===== src/rtl/int_pkg.sv =====
// Shared types and constants for the interrupt controller: source indices,
// dispatch vectors, default register addresses and FSM states.
package int_pkg;

  localparam int NUM_SRC = 5;

  localparam logic [15:0] IF_ADDR_DEFAULT = 16'hFF0F;
  localparam logic [15:0] IE_ADDR_DEFAULT = 16'hFFFF;

  typedef enum logic [2:0] {
    SRC_VBLANK = 3'd0,
    SRC_LCDC   = 3'd1,
    SRC_TIMER  = 3'd2,
    SRC_SERIAL = 3'd3,
    SRC_JOYPAD = 3'd4
  } int_src_e;

  localparam logic [7:0] VEC_VBLANK = 8'h40;
  localparam logic [7:0] VEC_LCDC   = 8'h48;
  localparam logic [7:0] VEC_TIMER  = 8'h50;
  localparam logic [7:0] VEC_SERIAL = 8'h58;
  localparam logic [7:0] VEC_JOYPAD = 8'h60;

  typedef enum logic [1:0] {
    ST_IDLE = 2'd0,
    ST_REQ  = 2'd1,
    ST_ACK  = 2'd2
  } int_state_e;

  function automatic logic [7:0] vec_of(input logic [2:0] k);
    logic [7:0] v;
    case (int_src_e'(k))
      SRC_VBLANK: v = VEC_VBLANK;
      SRC_LCDC:   v = VEC_LCDC;
      SRC_TIMER:  v = VEC_TIMER;
      SRC_SERIAL: v = VEC_SERIAL;
      SRC_JOYPAD: v = VEC_JOYPAD;
      default:    v = 8'h00;
    endcase
    return v;
  endfunction

  function automatic logic [4:0] src_onehot(input logic [2:0] k);
    return 5'b00001 << k;
  endfunction

endpackage


===== src/rtl/interrupt_controller_if.sv =====
// CPU register bus of the interrupt controller (address, data, strobes).
interface interrupt_controller_if;
  logic [15:0] a;
  logic [7:0]  din;
  logic [7:0]  dout;
  logic        rd;
  logic        wr;

  modport master (output a, din, rd, wr, input dout);
  modport slave  (input a, din, rd, wr, output dout);
endinterface


===== src/rtl/int_prio_enc.sv =====
// Fixed-priority encoder: the lowest set request bit wins.
module int_prio_enc
  import int_pkg::*;
(
  input  logic [4:0] pend,
  output logic       valid,
  output logic [2:0] idx
);

  // Lowest-index-wins selection over the pending/enabled sources.
  always_comb begin
    valid = 1'b1;
    idx   = SRC_VBLANK;
    casez (pend)
      5'b????1: idx = SRC_VBLANK;
      5'b???10: idx = SRC_LCDC;
      5'b??100: idx = SRC_TIMER;
      5'b?1000: idx = SRC_SERIAL;
      5'b10000: idx = SRC_JOYPAD;
      default: begin
        valid = 1'b0;
        idx   = SRC_VBLANK;
      end
    endcase
  end

endmodule


===== src/rtl/interrupt_controller.sv =====
// Five-source interrupt controller with IF/IE registers and IDLE/REQ/ACK dispatch FSM.
// Optional ACK watchdog enabled by defining INT_ACK_TIMEOUT_EN.
module interrupt_controller
  import int_pkg::*;
#(
  parameter logic [15:0] IF_ADDR     = IF_ADDR_DEFAULT,
  parameter logic [15:0] IE_ADDR     = IE_ADDR_DEFAULT,
  parameter int          ACK_TIMEOUT = 15
) (
  input  logic       clk,
  input  logic       rst,
  interrupt_controller_if.slave bus,
  input  logic       int_vblank_req,
  input  logic       int_lcdc_req,
  input  logic       int_timer_req,
  input  logic       int_serial_req,
  input  logic       int_joypad_req,
  output logic       int_vblank_ack,
  output logic       int_lcdc_ack,
  output logic       int_timer_ack,
  output logic       int_serial_ack,
  output logic       int_joypad_ack,
  output logic       cpu_int_req,
  output logic [7:0] cpu_int_vec,
  input  logic       cpu_int_ack
);

  logic [4:0] req_s;
  logic [4:0] req_d_r;
  logic [4:0] edge_s;
  logic [4:0] if_r;
  logic [4:0] if_nxt_s;
  logic [7:0] ie_r;
  logic [7:0] ie_nxt_s;
  logic [4:0] pend_s;
  logic       valid_s;
  logic [2:0] k_s;
  logic [2:0] k_r;
  logic [2:0] k_nxt_s;
  logic [4:0] ack_r;
  logic [4:0] ack_nxt_s;
  logic       cpu_int_req_r;
  logic       wr_if_s;
  logic       wr_ie_s;
  logic       take_ack_s;
  logic       ack_expired_s;
  logic [7:0] dout_s;
  logic [7:0] vec_s;
  logic       unused_rd_s;

  int_state_e state_r;
  int_state_e state_nxt_s;

  assign req_s  = {int_joypad_req, int_serial_req, int_timer_req, int_lcdc_req, int_vblank_req};
  assign edge_s = req_s & ~req_d_r;
  assign pend_s = if_r & ie_r[4:0];

  assign wr_if_s    = bus.wr && (bus.a == IF_ADDR);
  assign wr_ie_s    = bus.wr && (bus.a == IE_ADDR);
  assign take_ack_s = (state_r == ST_REQ) && cpu_int_ack && valid_s;

  // Reads are side-effect free, so the read strobe carries no information here.
  assign unused_rd_s = bus.rd;

  int_prio_enc u_prio_enc (
    .pend  (pend_s),
    .valid (valid_s),
    .idx   (k_s)
  );

`ifdef INT_ACK_TIMEOUT_EN
  localparam int CNT_W = (ACK_TIMEOUT > 1) ? $clog2(ACK_TIMEOUT) : 1;

  logic [CNT_W-1:0] ack_cnt_r;

  assign ack_expired_s = (ack_cnt_r == CNT_W'(ACK_TIMEOUT - 1));

  // Cycles spent in ACK; restarts on every entry.
  always_ff @(posedge clk or negedge rst) begin
    if (!rst) begin
      ack_cnt_r <= {CNT_W{1'b0}};
    end else if ((state_r == ST_ACK) && (state_nxt_s == ST_ACK)) begin
      ack_cnt_r <= ack_cnt_r + CNT_W'(1);
    end else begin
      ack_cnt_r <= {CNT_W{1'b0}};
    end
  end
`else
  logic [7:0] unused_timeout_s;

  assign unused_timeout_s = 8'(ACK_TIMEOUT);
  assign ack_expired_s    = 1'b0;
`endif

  // IF update: bus write first, then the serviced bit clears, then new edges win.
  always_comb begin
    if_nxt_s = if_r;
    if (wr_if_s) begin
      if_nxt_s = bus.din[4:0];
    end else begin
      if_nxt_s = if_r;
    end
    if (take_ack_s) begin
      if_nxt_s = if_nxt_s & ~src_onehot(k_s);
    end else begin
      if_nxt_s = if_nxt_s;
    end
    if_nxt_s = if_nxt_s | edge_s;
  end

  // IE register load.
  always_comb begin
    if (wr_ie_s) begin
      ie_nxt_s = bus.din;
    end else begin
      ie_nxt_s = ie_r;
    end
  end

  // Dispatch FSM next state, serviced-source latch and ack decode.
  always_comb begin
    state_nxt_s = state_r;
    case (state_r)
      ST_IDLE: begin
        if (valid_s) begin
          state_nxt_s = ST_REQ;
        end else begin
          state_nxt_s = ST_IDLE;
        end
      end
      ST_REQ: begin
        if (!valid_s) begin
          state_nxt_s = ST_IDLE;
        end else if (cpu_int_ack) begin
          state_nxt_s = ST_ACK;
        end else begin
          state_nxt_s = ST_REQ;
        end
      end
      ST_ACK: begin
        if (!req_s[k_r] || ack_expired_s) begin
          state_nxt_s = ST_IDLE;
        end else begin
          state_nxt_s = ST_ACK;
        end
      end
      default: state_nxt_s = ST_IDLE;
    endcase

    if (take_ack_s) begin
      k_nxt_s = k_s;
    end else begin
      k_nxt_s = k_r;
    end

    if (state_nxt_s == ST_ACK) begin
      ack_nxt_s = src_onehot(k_nxt_s);
    end else begin
      ack_nxt_s = 5'b00000;
    end
  end

  // State, register file and registered handshake outputs.
  always_ff @(posedge clk or negedge rst) begin
    if (!rst) begin
      req_d_r       <= 5'b00000;
      if_r          <= 5'b00000;
      ie_r          <= 8'h00;
      state_r       <= ST_IDLE;
      k_r           <= 3'd0;
      ack_r         <= 5'b00000;
      cpu_int_req_r <= 1'b0;
    end else begin
      req_d_r       <= req_s;
      if_r          <= if_nxt_s;
      ie_r          <= ie_nxt_s;
      state_r       <= state_nxt_s;
      k_r           <= k_nxt_s;
      ack_r         <= ack_nxt_s;
      cpu_int_req_r <= (state_nxt_s == ST_REQ);
    end
  end

  // Vector tracks the currently winning source while requesting.
  always_comb begin
    if ((state_r == ST_REQ) && valid_s) begin
      vec_s = vec_of(k_s);
    end else begin
      vec_s = 8'h00;
    end
  end

  // Register read mux.
  always_comb begin
    if (bus.a == IF_ADDR) begin
      dout_s = {3'b111, if_r};
    end else if (bus.a == IE_ADDR) begin
      dout_s = ie_r;
    end else begin
      dout_s = 8'hFF;
    end
  end

  assign bus.dout       = dout_s;
  assign cpu_int_req    = cpu_int_req_r;
  assign cpu_int_vec    = vec_s;
  assign int_vblank_ack = ack_r[0];
  assign int_lcdc_ack   = ack_r[1];
  assign int_timer_ack  = ack_r[2];
  assign int_serial_ack = ack_r[3];
  assign int_joypad_ack = ack_r[4];

endmodule


===== src/flat_wrapper.sv =====
// flat-port wrapper written by rule: the top's interface ports become plain ports
module interrupt_controller_flat import int_pkg::*;
#(
  parameter logic [15:0] IF_ADDR     = IF_ADDR_DEFAULT,
  parameter logic [15:0] IE_ADDR     = IE_ADDR_DEFAULT,
  parameter int          ACK_TIMEOUT = 15
)
  (clk, rst, int_vblank_req, int_lcdc_req, int_timer_req, int_serial_req, int_joypad_req, int_vblank_ack, int_lcdc_ack, int_timer_ack, int_serial_ack, int_joypad_ack, cpu_int_req, cpu_int_vec, cpu_int_ack, bus_a, bus_din, bus_rd, bus_wr, bus_dout);
  interrupt_controller_if bus_i ();
  input  logic clk;
  input  logic rst;
  input  logic int_vblank_req;
  input  logic int_lcdc_req;
  input  logic int_timer_req;
  input  logic int_serial_req;
  input  logic int_joypad_req;
  output logic int_vblank_ack;
  output logic int_lcdc_ack;
  output logic int_timer_ack;
  output logic int_serial_ack;
  output logic int_joypad_ack;
  output logic cpu_int_req;
  output logic [7:0] cpu_int_vec;
  input  logic cpu_int_ack;
  input wire logic [$bits(bus_i.a)-1:0] bus_a;
  input wire logic [$bits(bus_i.din)-1:0] bus_din;
  input wire logic [$bits(bus_i.rd)-1:0] bus_rd;
  input wire logic [$bits(bus_i.wr)-1:0] bus_wr;
  output wire logic [$bits(bus_i.dout)-1:0] bus_dout;
  assign bus_i.a = bus_a;
  assign bus_i.din = bus_din;
  assign bus_i.rd = bus_rd;
  assign bus_i.wr = bus_wr;
  assign bus_dout = bus_i.dout;
  interrupt_controller #(.IF_ADDR(IF_ADDR), .IE_ADDR(IE_ADDR), .ACK_TIMEOUT(ACK_TIMEOUT)) u_core (.clk(clk), .rst(rst), .bus(bus_i), .int_vblank_req(int_vblank_req), .int_lcdc_req(int_lcdc_req), .int_timer_req(int_timer_req), .int_serial_req(int_serial_req), .int_joypad_req(int_joypad_req), .int_vblank_ack(int_vblank_ack), .int_lcdc_ack(int_lcdc_ack), .int_timer_ack(int_timer_ack), .int_serial_ack(int_serial_ack), .int_joypad_ack(int_joypad_ack), .cpu_int_req(cpu_int_req), .cpu_int_vec(cpu_int_vec), .cpu_int_ack(cpu_int_ack));
endmodule

===== config.mk =====
export PLATFORM = sky130hd
export DESIGN_NAME = interrupt_controller_flat
export DESIGN_NICKNAME = d
export VERILOG_FILES = /design/src/rtl/int_pkg.sv /design/src/rtl/interrupt_controller_if.sv /design/src/rtl/int_prio_enc.sv /design/src/rtl/interrupt_controller.sv /design/src/flat_wrapper.sv
export SDC_FILE = /design/constraint.sdc
export NUM_CORES = 1
export LEC_CHECK = 0
export CAP_MARGIN = 20
export CORE_MARGIN = 5
export CORE_UTILIZATION = 44
export CTS_CLUSTER_SIZE = 8
export DETAILED_ROUTE_END_ITERATION = 8
export GPL_TIMING_DRIVEN = 0
export PLACE_DENSITY_LB_ADDON = 0.1
export SKIP_CTS_REPAIR_TIMING = 1
export SYNTH_ARGS = -nofsm -noshare
export SYNTH_HDL_FRONTEND = slang
export SYNTH_SLANG_ARGS = --single-unit

===== constraint.sdc =====
create_clock -name clk -period 2.39 [get_ports clk]
set_clock_uncertainty 0.1 [all_clocks]
set_input_delay 0.478 -clock clk [delete_from_list [all_inputs] [get_ports clk]]
set_output_delay 0.478 -clock clk [all_outputs]
set_load 0.1 [all_outputs]

==> results of run 1 <==
## final cells by class
type,instances,area share
sequential,29,0.3096
tap,46,0.02447
inverter,4,0.006383
clock buffer,7,0.02766
clock inverter,1,0.002128
timing repair buffer,58,0.2718
multi-input combinational,102,0.3415
buffer,6,0.01649
## layer usage
layer,wire [µm],vias up
li1,-,660
met1,1780,666
met2,2096,55
met3,309,5
met4,31,0
met5,0,-
## worst max-delay path: stages (launching register included)
cell and delay (ps):
dfrtp_2 450, a222oi_1 350, buf_4 200, buf_6 110
nand3_4 80, a21oi_4 180, buf_12 190
## metrics by stage
stage	utilization	power [mW]
after floorplan	-	0.5507
after global placement	0.6300	0.6173
after detailed placement	0.6345	0.6218
after CTS	0.6557	0.9558
after global routing	0.7105	0.9827
final	0.7105	0.9458
## report_power, final
group	leakage [nW]	internal, mW	switching (mW)
logic	0.773	0.0547	0.0607
registers	0.366	0.495	0.00137
clock network	0.0413	0.170	0.164
## registers in the layout, summed over array words and instances, names as in the netlist
name and count:
u_core.ack_r 5, u_core.k_r 3, u_core.cpu_int_req 1, u_core.req_d_r 5
u_core.ie_r 8, u_core.state_r 2, u_core.if_r 5
## cells by family after synthesis
group | synth area share
buffers and inverters | 0.03601
other | 0.002510
AO/OA/AOI/OAI | 0.1801
flip-flops | 0.4858
AND/OR/NAND/NOR | 0.2203
multiplexers | 0.07538
## worst paths after layout
| kind | to | startpoint | cells past startpoint |
|---|---|---|---|
| max reg2reg | u_core.ack_r[4]$_DFF_PN0_ | u_core.state_r[1]$_DFF_PN0_ | 6 |
| max in group asynchronous | u_core.req_d_r[1]$_DFF_PN0_ | rst | 2 |
| min | u_core.if_r[0]$_DFF_PN0_ | u_core.req_d_r[0]$_DFF_PN0_ | 1 |
| min in group asynchronous | u_core.req_d_r[0]$_DFF_PN0_ | rst | 1 |
| max | cpu_int_vec[3] | u_core.ie_r[0]$_DFFE_PN0P_ | 6 |
| min reg2reg | u_core.if_r[0]$_DFF_PN0_ | u_core.req_d_r[0]$_DFF_PN0_ | 1 |
## layout by cell type (no fill, tap or decap), types with 2 or more instances in the layout
cell type        instances
o21ai_0                  3
nand3b_1                 2
a222oi_1                 2
nand3_1                  2
clkbuf_8                 2
nor2_2                   2
dlymetal6s2s_1          19
a21oi_1                  3
nand4_1                  7
buf_4                   14
dfrtp_1                 27
buf_12                   3
nor2b_1                  3
nor3_1                   2
buf_6                    7
inv_1                    4
nor2_4                   2
and3b_1                  2
dfrtp_2                  2
a211oi_1                 8
o22a_2                   4
nor4_1                   2
clkdlybuf4s50_1         16
o21a_1                   4
o221ai_1                 2
mux2_2                   8
a31oi_1                  2
or2_2                    4
conb_1                   4
nand2_1                  7
nor2_1                   5
nand3_4                  2
clkbuf_4                 6
and2_1                   2
==> flow_summary.yaml, run 1 <==
finish:
  area_delta_synth_final_pct: 57.45
  ff_latch_area_um2: 728.2
  layout-drive-gt1-share: 0.3430
  fin_area_mm2: 0.002352
  fin_cells: 253
  diodes: 0
  multi_input_area_um2: 803.3
  nFillCells: 254
  nets: 240
synth:
  synthTopCellsByCount: "dfrtp_1 (29), nor2_1 (9), a211oi_1 (8), mux2_2 (8), nand2_1 (8)"
  synth_area_leaders: "dfrtp_1 (49%), mux2_2 (6.0%), a211oi_1 (4.0%)"
  syn_area_mm2: 0.001494
  synthArstFlopShare: 1.000
  synth-main-ff-cell: "dfrtp_1"
  ys_warn_count: 0
  ys_ff_latch: 29
  syn-mean-instance-area_um2: 10.83
  synth_area_leader_cell: "dfrtp_1"
  ys_types: 40
  yosys.area.top_type_share: 0.4858
  yosysMostFrequentCell: "dfrtp_1"
  yosysSeqAreaShare: 0.4858
  postSynthCellCount: 138
  synth_edf_count: 0
detailed_routing:
  post_drt_wl_per_cell_um: 16.67
  viasPerCell: 5.478
  drcViolationCount: 0
  ant_nets: 0
  drt_iter0_drc: 66
  first_pass_iters: 4
  vias: 1386
  routed_wl_um: 4218
clocking:
  root_buffer: "clkbuf_4"
  worstSkewPairLatency_ps: 320
  clockBufferDepth: 2
  clk_pin_slew_ps: 90
  cts_tree: "yes"
  cts_htree_levels: 2
  clock-sinks: 29
  cts_made_buffers: 5
timing:
  rsz0062_at_grt: "yes"
  fin_ws_ps: -69.40
  worst_pin_slew_ps: 969.7
  setup_viol: 6
  timing.hold.ws_ps: 358.1
  period_needed_ps: 2459
  period_share: 1.029
  relSlewSlack: 0.3525
  fin_setup_tns_ps: -189.8
  max_freq_ghz: 0.4066
  final_hold_viol_count: 0
  slew_viol_final: 0
floorplanning:
  std_cell_rows: 21
  fp.dieH_um: 68.27
  ios: 56
  core_area_mm2: 0.003311
  die-area_mm2: 0.004661
  start_util: 0.4512
  fp.dieW_um: 68.27
setup_path:
  path_class: "reg -> out"
  cp_data_required_time_ps: 1810
  endpoint_kind: "primary output"
  critPathMaxFanout: 5
  r2r_setup_slack_ps: 410
  critPathLaunchType: "flop"
  crit_arrival_ps: 1880
global_route:
  use_met2: 0.2960
  grt.busiest_layer: "met2"
  gr-total-overflow: 0
  grt_usage: 0.1944
  antenna_found_initial: 0
  grt_pass1_wl_um: 6706
  grt_use_met3: 0.06240
  grt_pass1_vias: 1368
  grt_max_degree: 16
  grt_use_met1: 0.2683
placed_design:
  io_buffers: 49
  place_hpwl_um: 3081
  placed_area_mm2: 0.002101
  place_ws_ps: -1178
  gp_congestion: 0.8372
  dp.cells: 237
power:
  leakage_nw: 1.180
  powerDensity_mw_per_mm2: 402.1
  worst_ir_drop_vdd_mv: 0.2880
worst_hold_path:
  worst_hold_path_type: "reg -> reg"
status:
  outcome: "finished, violations left"
  violations: "negative setup slack"
flow_run:
  maxCapViolCount: 0
No activity file was read; power rests on OpenSTA's default activity.
==> run 2, diff against run 1 <==
--- a/config.mk
+++ b/config.mk
@@ -6,6 +6,7 @@
 export NUM_CORES = 1
 export LEC_CHECK = 0
 export CAP_MARGIN = 20
+export CORE_ASPECT_RATIO = 0.8
 export CORE_MARGIN = 5
 export CORE_UTILIZATION = 44
 export CTS_CLUSTER_SIZE = 8
==> flow_summary.yaml, run 2 (synthesized netlist as in run 1, its figures left out) <==
finish:
  most-common-layout-cells: "dfrtp_1 (26), clkdlybuf4s50_1 (21), buf_4 (13), dlymetal6s2s_1 (13), buf_6 (9)"
  layout-drive-gt1-share: 0.3541
  fin_area_mm2: 0.002390
  nets: 242
  fin_cells: 249
  diodes: 0
  area_delta_synth_final_pct: 59.97
  regMostFlops: "u_core.ie_r"
  largest_reg_flops: 8
  final_common_cell: "dfrtp_1"
detailed_routing:
  drt_iter0_drc: 142
  viasPerCell: 5.811
  highest_layer: "met4"
  drcViolationCount: 0
  met3_length_um: 420
  wl_met2_um: 2202
  post_drt_wl_per_cell_um: 17.87
  wl_met1_um: 1782
  first_pass_iters: 6
  routed_wl_um: 4449
  ant_nets: 0
  vias: 1447
setup_path:
  crit_family: "simple AND/OR/NAND/NOR gates"
  critPathLaunchType: "input port"
  worstRegToRegCells: 6
  cpPeakStageDelay_ps: 520
  endpoint_kind: "primary output"
  crit_arrival_ps: 1830
  cp.depth: 5
  path_class: "in -> out"
  crit_buf_inv: 2
  slowest_stage: "or4_4"
  path_cells: "buf_6, or4_4, nand3b_1, o22a_2, buf_12"
  critPathMaxFanout: 5
  cp_data_required_time_ps: 1810
global_route:
  gr-total-overflow: 0
  grt_pass1_vias: 1400
  antenna_found_initial: 0
  grt_usage: 0.1769
  grt_max_degree: 16
  grt_pass1_wl_um: 6361
clocking:
  clockBufferDepth: 2
  cts_htree_levels: 2
  clock-sinks: 29
  cts_tree: "yes"
  root_buffer: "clkbuf_8"
  cts_made_buffers: 5
  worstSkewPairLatency_ps: 290
  clk_pin_slew_ps: 60
placed_design:
  io_buffers: 49
  placed_area_mm2: 0.002093
  dp.cells: 231
  gp_congestion: 0.8683
  place_hpwl_um: 3166
  place_ws_ps: -1185
timing:
  period_share: 1.006
  rsz0062_at_grt: "yes"
  slew_viol_final: 0
  period_needed_ps: 2403
  worst_pin_slew_ps: 974.6
  fin_ws_ps: -13.15
  fin_setup_tns_ps: -36.27
  final_hold_viol_count: 0
  setup_viol: 4
  relSlewSlack: 0.3482
  max_freq_ghz: 0.4161
status:
  violations: "negative setup slack"
  outcome: "finished, violations left"
flow_run:
  maxCapViolCount: 0
worst_hold_path:
  worst_hold_path_type: "reg -> reg"
  holdPathStages: 1
floorplanning:
  die-area_mm2: 0.004668
  fp.dieW_um: 75.15
  start_util: 0.4704
  core_area_mm2: 0.003176
  std_cell_rows: 18
  fp.dieH_um: 62.12
  ios: 56
power:
  worst_ir_drop_vdd_mv: 0.3265
  powerDensity_mw_per_mm2: 441.2
  leakage_nw: 1.110
  total_power_mw: 1.054
## run 2: cell types whose count changed in the layout (fill, tap and decap cells not counted), sizes merged
cell / before / now
clkdlybuf4s50: 16 / 21
dlymetal6s2s: 19 / 13
buf: 26 / 28
clkbuf: 10 / 11
## run 2: path summary, 6_finish.rpt
| kind | startpoint | endpoint | slack [ps] |
|---|---|---|---|
| max | bus_a[6] | bus_dout[2] | -10 |
| min | u_core.req_d_r[0]$_DFF_PN0_ | u_core.if_r[0]$_DFF_PN0_ | 350 |
| max reg2reg | u_core.state_r[1]$_DFF_PN0_ | u_core.ack_r[4]$_DFF_PN0_ | 270 |
| min reg2reg | u_core.req_d_r[0]$_DFF_PN0_ | u_core.if_r[0]$_DFF_PN0_ | 350 |
| max in group asynchronous | rst | u_core.k_r[2]$_DFF_PN0_ | 1100 |
| min in group asynchronous | rst | u_core.req_d_r[0]$_DFF_PN0_ | 530 |
## run 2: area by class of cell
| cell class | count | area, µm² |
|---|---|---|
| plain buffers | 6 | 38.79 |
| clock buffers | 7 | 96.34 |
| clock inverters | 1 | 5.005 |
| fillers | 217 | 785.8 |
| inverters | 4 | 15.01 |
| multi-input cells | 102 | 800.8 |
| flip-flops and latches | 29 | 729.5 |
| well taps | 40 | 50.05 |
| repair buffers | 60 | 654.4 |
## run 2: where the power goes
group          switching [mW]  internal (mW)
Sequential            0.00159          0.496
Combinational          0.0615         0.0551
Clock                   0.181          0.259
Total                   0.244          0.810
## run 2: routing by layer
| metal | vias to the layer above | track usage |
|---|---|---|
| met3 | 5 | 0.04823 |
| met5 | - | 0 |
| met1 | 695 | 0.2277 |
| li1 | 662 | - |
| met2 | 85 | 0.2761 |
| met4 | 0 | 0.07424 |
## run 2: metrics by stage
stage | hold slack, ps | utilization
2_1_floorplan | 82.41 | -
3_3_place_gp | 333.3 | 0.6545
3_5_place_dp | 341.1 | 0.6592
4_1_cts | 352.0 | 0.6911
5_1_grt | 353.7 | 0.7526
6_report | 349.8 | 0.7526
## run 2: worst register-to-register path, stage by stage (launching register included)
cell and delay (ps):
dfrtp_1 350, buf_2 160, nand3b_1 300, o21ai_0 300, o21a_1 210, inv_1 100, a2111oi_0 440
==> run 3, diff against run 2 <==
--- a/config.mk
+++ b/config.mk
@@ -9,6 +9,7 @@
 export CORE_ASPECT_RATIO = 0.8
 export CORE_MARGIN = 5
 export CORE_UTILIZATION = 44
+export CTS_CLUSTER_DIAMETER = 50
 export CTS_CLUSTER_SIZE = 8
 export DETAILED_ROUTE_END_ITERATION = 8
 export GPL_TIMING_DRIVEN = 0
==> results of run 3 <==
No change in the layout: final DEF, timing and power equal those of run 2.
